==> config.mk <==
export PLATFORM = sky130hd
export DESIGN_NAME = slot_game_core
export DESIGN_NICKNAME = d
export VERILOG_FILES = /design/src/rtl/slot_game_core.sv
export SDC_FILE = /design/constraint.sdc
export NUM_CORES = 1
export LEC_CHECK = 0
export BUFFER_PORTS_ARGS = -buffer_cell sky130_fd_sc_hd__buf_4
export CORE_UTILIZATION = 50
export DETAILED_ROUTE_END_ITERATION = 10
export PLACE_DENSITY = 0.78
export SLEW_MARGIN = 10
export SYNTH_ARGS = -nofsm -noshare
export SYNTH_HDL_FRONTEND = slang
export SYNTH_SLANG_ARGS = --single-unit
==> constraint.sdc <==
create_clock -name clk -period 3.9 [get_ports clk]
set_input_delay 0.78 -clock clk [delete_from_list [all_inputs] [get_ports clk]]
set_output_delay 0.78 -clock clk [all_outputs]
set_load 0.005 [all_outputs]
==> src/rtl/slot_game_core.sv <==
// Slot-machine game engine: credit bookkeeping, bet debit, staggered N-reel spin and payout.
// Single clocked FSM IDLE -> SPIN -> PAYOUT -> IDLE with saturating money arithmetic.
module slot_game_core #(
  parameter int unsigned NUM_REELS  = 3,
  parameter int unsigned SYM_W      = 3,
  parameter int unsigned MONEY_W    = 11,
  parameter int unsigned BET        = 1,
  parameter int unsigned SPIN_TICKS = 4,
  parameter int unsigned MULT_ALL   = 10,
  parameter int unsigned MULT_PAIR  = 2
) (
  input  logic                       clk,
  input  logic                       rst,
  input  logic                       tick_en,
  input  logic                       add_pulse,
  input  logic                       gamble_pulse,
  input  logic                       cash_out_pulse,
  input  logic [1:0]                 denom_sel,
  input  logic [NUM_REELS*SYM_W-1:0] rand_in,
  output logic [MONEY_W-1:0]         balance,
  output logic [MONEY_W-1:0]         invested,
  output logic [NUM_REELS*SYM_W-1:0] reels,
  output logic [NUM_REELS-1:0]       spinning,
  output logic [1:0]                 state,
  output logic                       win,
  output logic [MONEY_W-1:0]         last_payout
);

  localparam int unsigned CntW = $clog2(SPIN_TICKS * NUM_REELS + 1);

  localparam logic [MONEY_W-1:0] MaxVal  = '1;
  localparam logic [MONEY_W-1:0] BetV    = MONEY_W'(BET);
  localparam logic [MONEY_W-1:0] PayAll  = MONEY_W'(BET * MULT_ALL);
  localparam logic [MONEY_W-1:0] PayPair = MONEY_W'(BET * MULT_PAIR);

  localparam logic [1:0] StIdle   = 2'b00;
  localparam logic [1:0] StSpin   = 2'b01;
  localparam logic [1:0] StPayout = 2'b10;

  if (longint'(BET) * longint'(MULT_ALL) > (longint'(1) << MONEY_W) - 1) begin : g_bad_cfg
    $error("slot_game_core: BET*MULT_ALL does not fit in MONEY_W bits");
  end

  logic [1:0]                 state_q, state_d;
  logic [MONEY_W-1:0]         bal_q, bal_d;
  logic [MONEY_W-1:0]         inv_q, inv_d;
  logic [MONEY_W-1:0]         last_q, last_d;
  logic [NUM_REELS*SYM_W-1:0] reels_q, reels_d;
  logic [NUM_REELS-1:0]       spin_q, spin_d;
  logic [CntW-1:0]            cnt_q, cnt_d;

  logic [CntW-1:0]    cnt_inc;
  logic [MONEY_W-1:0] denom, headroom, credit, payout, bal_pay, inv_add;
  logic [MONEY_W:0]   pay_sum, inv_sum;
  logic               all_eq, any_pair;

  // Payout is evaluated from the frozen reel registers.
  always_comb begin
    all_eq   = 1'b1;
    any_pair = 1'b0;
    for (int i = 1; i < int'(NUM_REELS); i++) begin
      if (reels_q[i*SYM_W +: SYM_W] != reels_q[0 +: SYM_W]) all_eq = 1'b0;
      if (reels_q[i*SYM_W +: SYM_W] == reels_q[(i-1)*SYM_W +: SYM_W]) any_pair = 1'b1;
    end
    if (all_eq)        payout = PayAll;
    else if (any_pair) payout = PayPair;
    else               payout = '0;
  end

  always_comb begin
    unique case (denom_sel)
      2'b00:   denom = MONEY_W'(5);
      2'b01:   denom = MONEY_W'(10);
      2'b10:   denom = MONEY_W'(20);
      default: denom = '0;
    endcase
    headroom = MaxVal - bal_q;
    credit   = (denom < headroom) ? denom : headroom;
    inv_sum  = {1'b0, inv_q} + {1'b0, credit};
    inv_add  = inv_sum[MONEY_W] ? MaxVal : inv_sum[MONEY_W-1:0];
    pay_sum  = {1'b0, bal_q} + {1'b0, payout};
    bal_pay  = pay_sum[MONEY_W] ? MaxVal : pay_sum[MONEY_W-1:0];
    cnt_inc  = cnt_q + 1'b1;
  end

  always_comb begin
    state_d = state_q;
    bal_d   = bal_q;
    inv_d   = inv_q;
    last_d  = last_q;
    reels_d = reels_q;
    spin_d  = spin_q;
    cnt_d   = cnt_q;
    case (state_q)
      StIdle: begin
        if (cash_out_pulse) begin
          bal_d = '0;
          inv_d = '0;
        end else if (gamble_pulse) begin
          if (bal_q >= BetV) begin
            bal_d   = bal_q - BetV;
            spin_d  = '1;
            cnt_d   = '0;
            state_d = StSpin;
          end
        end else if (add_pulse) begin
          bal_d = bal_q + credit;
          inv_d = inv_add;
        end
      end
      StSpin: begin
        if (tick_en) cnt_d = cnt_inc;
        // Spinning reels animate every cycle; a reel's stop cycle also loads, then it holds.
        for (int i = 0; i < int'(NUM_REELS); i++) begin
          if (spin_q[i]) begin
            reels_d[i*SYM_W +: SYM_W] = rand_in[i*SYM_W +: SYM_W];
            if (tick_en && (cnt_inc == CntW'(SPIN_TICKS * (i + 1)))) spin_d[i] = 1'b0;
          end
        end
        if (tick_en && (cnt_inc == CntW'(SPIN_TICKS * NUM_REELS))) state_d = StPayout;
      end
      StPayout: begin
        last_d  = payout;
        bal_d   = bal_pay;
        state_d = StIdle;
      end
      default: state_d = StIdle;
    endcase
  end

  always_ff @(posedge clk) begin
    if (rst) begin
      state_q <= StIdle;
      bal_q   <= '0;
      inv_q   <= '0;
      last_q  <= '0;
      reels_q <= '0;
      spin_q  <= '0;
      cnt_q   <= '0;
    end else begin
      state_q <= state_d;
      bal_q   <= bal_d;
      inv_q   <= inv_d;
      last_q  <= last_d;
      reels_q <= reels_d;
      spin_q  <= spin_d;
      cnt_q   <= cnt_d;
    end
  end

  assign balance     = bal_q;
  assign invested    = inv_q;
  assign reels       = reels_q;
  assign spinning    = spin_q;
  assign state       = state_q;
  assign last_payout = last_q;
  assign win         = (state_q == StPayout) && (payout != '0);

endmodule

==> results_dict.tcl <==
set metrics [dict create \
    cts_buffer_depth 2 \
    core-area_um2 6459 \
    post-route-util_pct 64.12 \
    powerDensity_nw_per_um2 331.7 \
    synth_largest_area_cell "dfxtp_1" \
    p_leak_nw 1.829 \
    drt-total-wl_mm 9.487 \
    r2r_setup_slack_ns 0.40 \
    regArea_um2 840.8 \
    synth_edf_count 0 \
    port_buffers 55 \
    reg2reg_to "balance[6]$_SDFFE_PP0P_" \
    crit_chain "buf_4, inv_1, ha_1, a21o_1, maj3_2, buf_4, a41oi_1, nand2_1, ha_1, inv_1, fa_1, nor2b_1, o31a_1, o21ai_1, o21ai_0, xor2_1, a221o_1" \
    drc_errors 7 \
    routedWlPerCell_um 16.11 \
    slew_headroom_pct 37.92 \
    clk_latency_ns 0.30 \
    fmaxAchievable_mhz 270.9 \
    dp_hpwl_mm 7.135 \
    ys_seq_area_share_pct 24.75 \
    multi_input_area_um2 2401 \
    hp-class "reg -> reg" \
    vdd_drop_max_uv 218.0 \
    synth_async_sr_flop_share_pct 0 \
    place_area_um2 4033 \
    rr_worst_depth 18 \
    rsz0062_at_grt "false" \
    syn_area_per_cell_um2 7.809 \
    die_area_um2 7128 \
    synthCells 435 \
    finalSetupViolations 0 \
    grt_use_total_pct 27.21 \
    die_h_um 84.43 \
    cts_sinks 42 \
    grt_pass1_vias 3405 \
    slowest_delay_ns 0.35 \
    status "finished, violations left" \
    synth_area_um2 3397 \
    worstSetupStartpointType "primary input" \
    antenna_found_initial 0 \
    cp_top_family "compound AO/OA/AOI/OAI gates" \
    yosys-top-cells-area "dfxtp_1 25%, ha_1 9.2%, a21oi_1 6.3%, o21ai_0 4.1%, nand2_1 4.0%" \
    h-tree-depth 2 \
    drive_gt1_share_pct 21.68 \
    drt_pass1_iterations 8 \
    dr_total_vias 3598 \
    antenna_cells 0 \
    crit_slowest_cell "maj3_2" \
    cts_made_buffers 5 \
    first_iter_violations 334 \
    worstPathMaxFanout 5 \
    timing.final.crit_period_ns 3.692 \
    worstHoldStart "last_payout[3]$_SDFFE_PP0P_" \
    gp_congestion 0.8826 \
    fillers 561 \
    io_pins 65 \
    clkTransAtPathRegs_ns 0.09 \
    ant_nets 0 \
    synthFlopType "dfxtp_1" \
    required_ns 4.09 \
    dieWidth_um 84.43 \
    grt_max_degree 24 \
    grt_overflow 0 \
    rows 29 \
    nets 555 \
    maxCapViolCount 0 \
    routed_via_density 6.109 \
    critPathBufInv 4 \
    crit_path_end_kind "register" \
    worstMarginPinSlew_ns 0.9293 \
    yosysUniqueCellTypes 69 \
    reg2reg_from "balance[0]$_SDFFE_PP0P_" \
    arrival_ns 3.88 \
    path_class "in -> reg" \
    ys_warn_count 0 \
    startpoint "denom_sel[0]" \
    whs_endpoint "last_payout[3]$_SDFFE_PP0P_" \
    start_util_pct 52.60 \
    grt_first_pass_wirelength_mm 15.97 \
    maxSlewViolCount 0 \
    violations "design-rule violations" \
    area_growth_pct 21.92 \
    finalHoldViolations 0 \
    whs_path_depth 2 \
    synth_top_area_share_pct 24.75 \
    design_area_um2 4141 \
    finalClockSkew_ns 0.008464 \
    cts_root_buf "clkbuf_8" \
    cts_tree "yes" \
    period_share_pct 94.66 \
    ys_seq_elements 42 \
]
[Yosys cell counts (all sizes together) (6+ instances only)]
cell,instances
clkbuf,16
nand2b,6
xnor2,12
a31oi,7
nor2,27
buf,17
nand3,21
nand2,36
xor2,13
a21oi,43
nor3,13
o21a,6
inv,15
a221o,11
nor2b,8
ha,25
o21ai,29
dfxtp,42
[repair_timing]
| item | in CTS | in global routing |
|---|---|---|
| setup buffers | 0 | 0 |
| hold buffers | 0 | 0 |
| endpoints found under the setup margin | 0 | 16 |
| gates resized for setup | 0 | 9 |
[worst max-delay path by stage]
stage | cells past startpoint | to | slack [ns]
3_5_place_dp | 14 | invested[8]$_SDFFE_PP0P_ | -0.29
5_1_grt | 15 | invested[9]$_SDFFE_PP0P_ | 0.03
6_report | 17 | invested[10]$_SDFFE_PP0P_ | 0.21
4_1_cts | 14 | invested[8]$_SDFFE_PP0P_ | 0.01
2_1_floorplan | 13 | invested[0]$_SDFFE_PP0P_ | 0.1
3_3_place_gp | 18 | balance[6]$_SDFFE_PP0P_ | -0.1
[registers in the layout, summed over array words and instances (netlist names)]
signal and count:
cnt_q 4, invested 11, balance 11, state 2, reels 9, spinning 3
last_payout 2
[cell families after synthesis]
| family | share of synthesized area (%) |
|---|---|
| adder cells (fa/ha/maj) | 10.68 |
| other | 0.1104 |
| flip-flops | 24.75 |
| AO/OA/AOI/OAI | 28.10 |
| AND/OR/NAND/NOR | 22.50 |
| XOR/XNOR | 6.446 |
| buffers and inverters | 6.777 |
| multiplexers | 0.6261 |
[through the flow]
stage                     setup WS [ns]  instances  power (W)  setup TNS, ns  hold WS (ns)
after global placement         -0.09697        581   0.001063         -1.139        0.4510
after floorplan                 0.09971        449  0.0008837              0        0.4436
after detailed placement        -0.2890        581   0.001077         -3.714        0.4613
after CTS                       0.01406        589   0.001359              0        0.4749
final                            0.2084        589   0.001374              0        0.4664
after global routing            0.02739        589   0.001463              0        0.4969
[report_power, final]
| group | internal (W) | switching [W] |
|---|---|---|
| clock | 0.000127 | 0.000160 |
| combinational | 0.000269 | 0.000306 |
| sequential | 0.000460 | 0.0000515 |
| total | 0.000855 | 0.000518 |
[metal layers]
| layer | GRT usage (%) | share of wire, % | vias to the layer above |
|---|---|---|---|
| li1 | - | - | 1744 |
| met1 | 36.59 | 44 | 1697 |
| met2 | 45.83 | 48 | 137 |
| met3 | 3.638 | 5.5 | 20 |
| met4 | 7.704 | 1.7 | 0 |
| met5 | 0 | 0 | - |
[layout by cell type (no fill, tap or decap), types with 12 or more instances in the layout]
cell	netlist	routed
ha_1	25	25
dfxtp_1	42	42
nor2_1	27	27
inv_1	15	15
xnor2_1	12	12
nor3_1	13	12
nand3_1	21	21
a21oi_1	43	41
xor2_1	13	13
buf_4	11	88
o21ai_0	28	27
nand2_1	36	36
conb_1	1	15
[layout make-up]
type | instances | share of cell area, %
multi-input cells | 359 | 57.98
well taps | 77 | 2.326
inverters | 15 | 1.360
flip-flops and latches | 42 | 20.30
clock inverters | 2 | 0.3323
clock buffers | 6 | 1.752
repair buffers | 88 | 15.95
[tightest hold or removal path: stages (launching register included)]
cell     delay (ns)
dfxtp_1        0.32
nand2_1        0.05
a21oi_1        0.05
No activity file was read; power rests on OpenSTA's default activity.
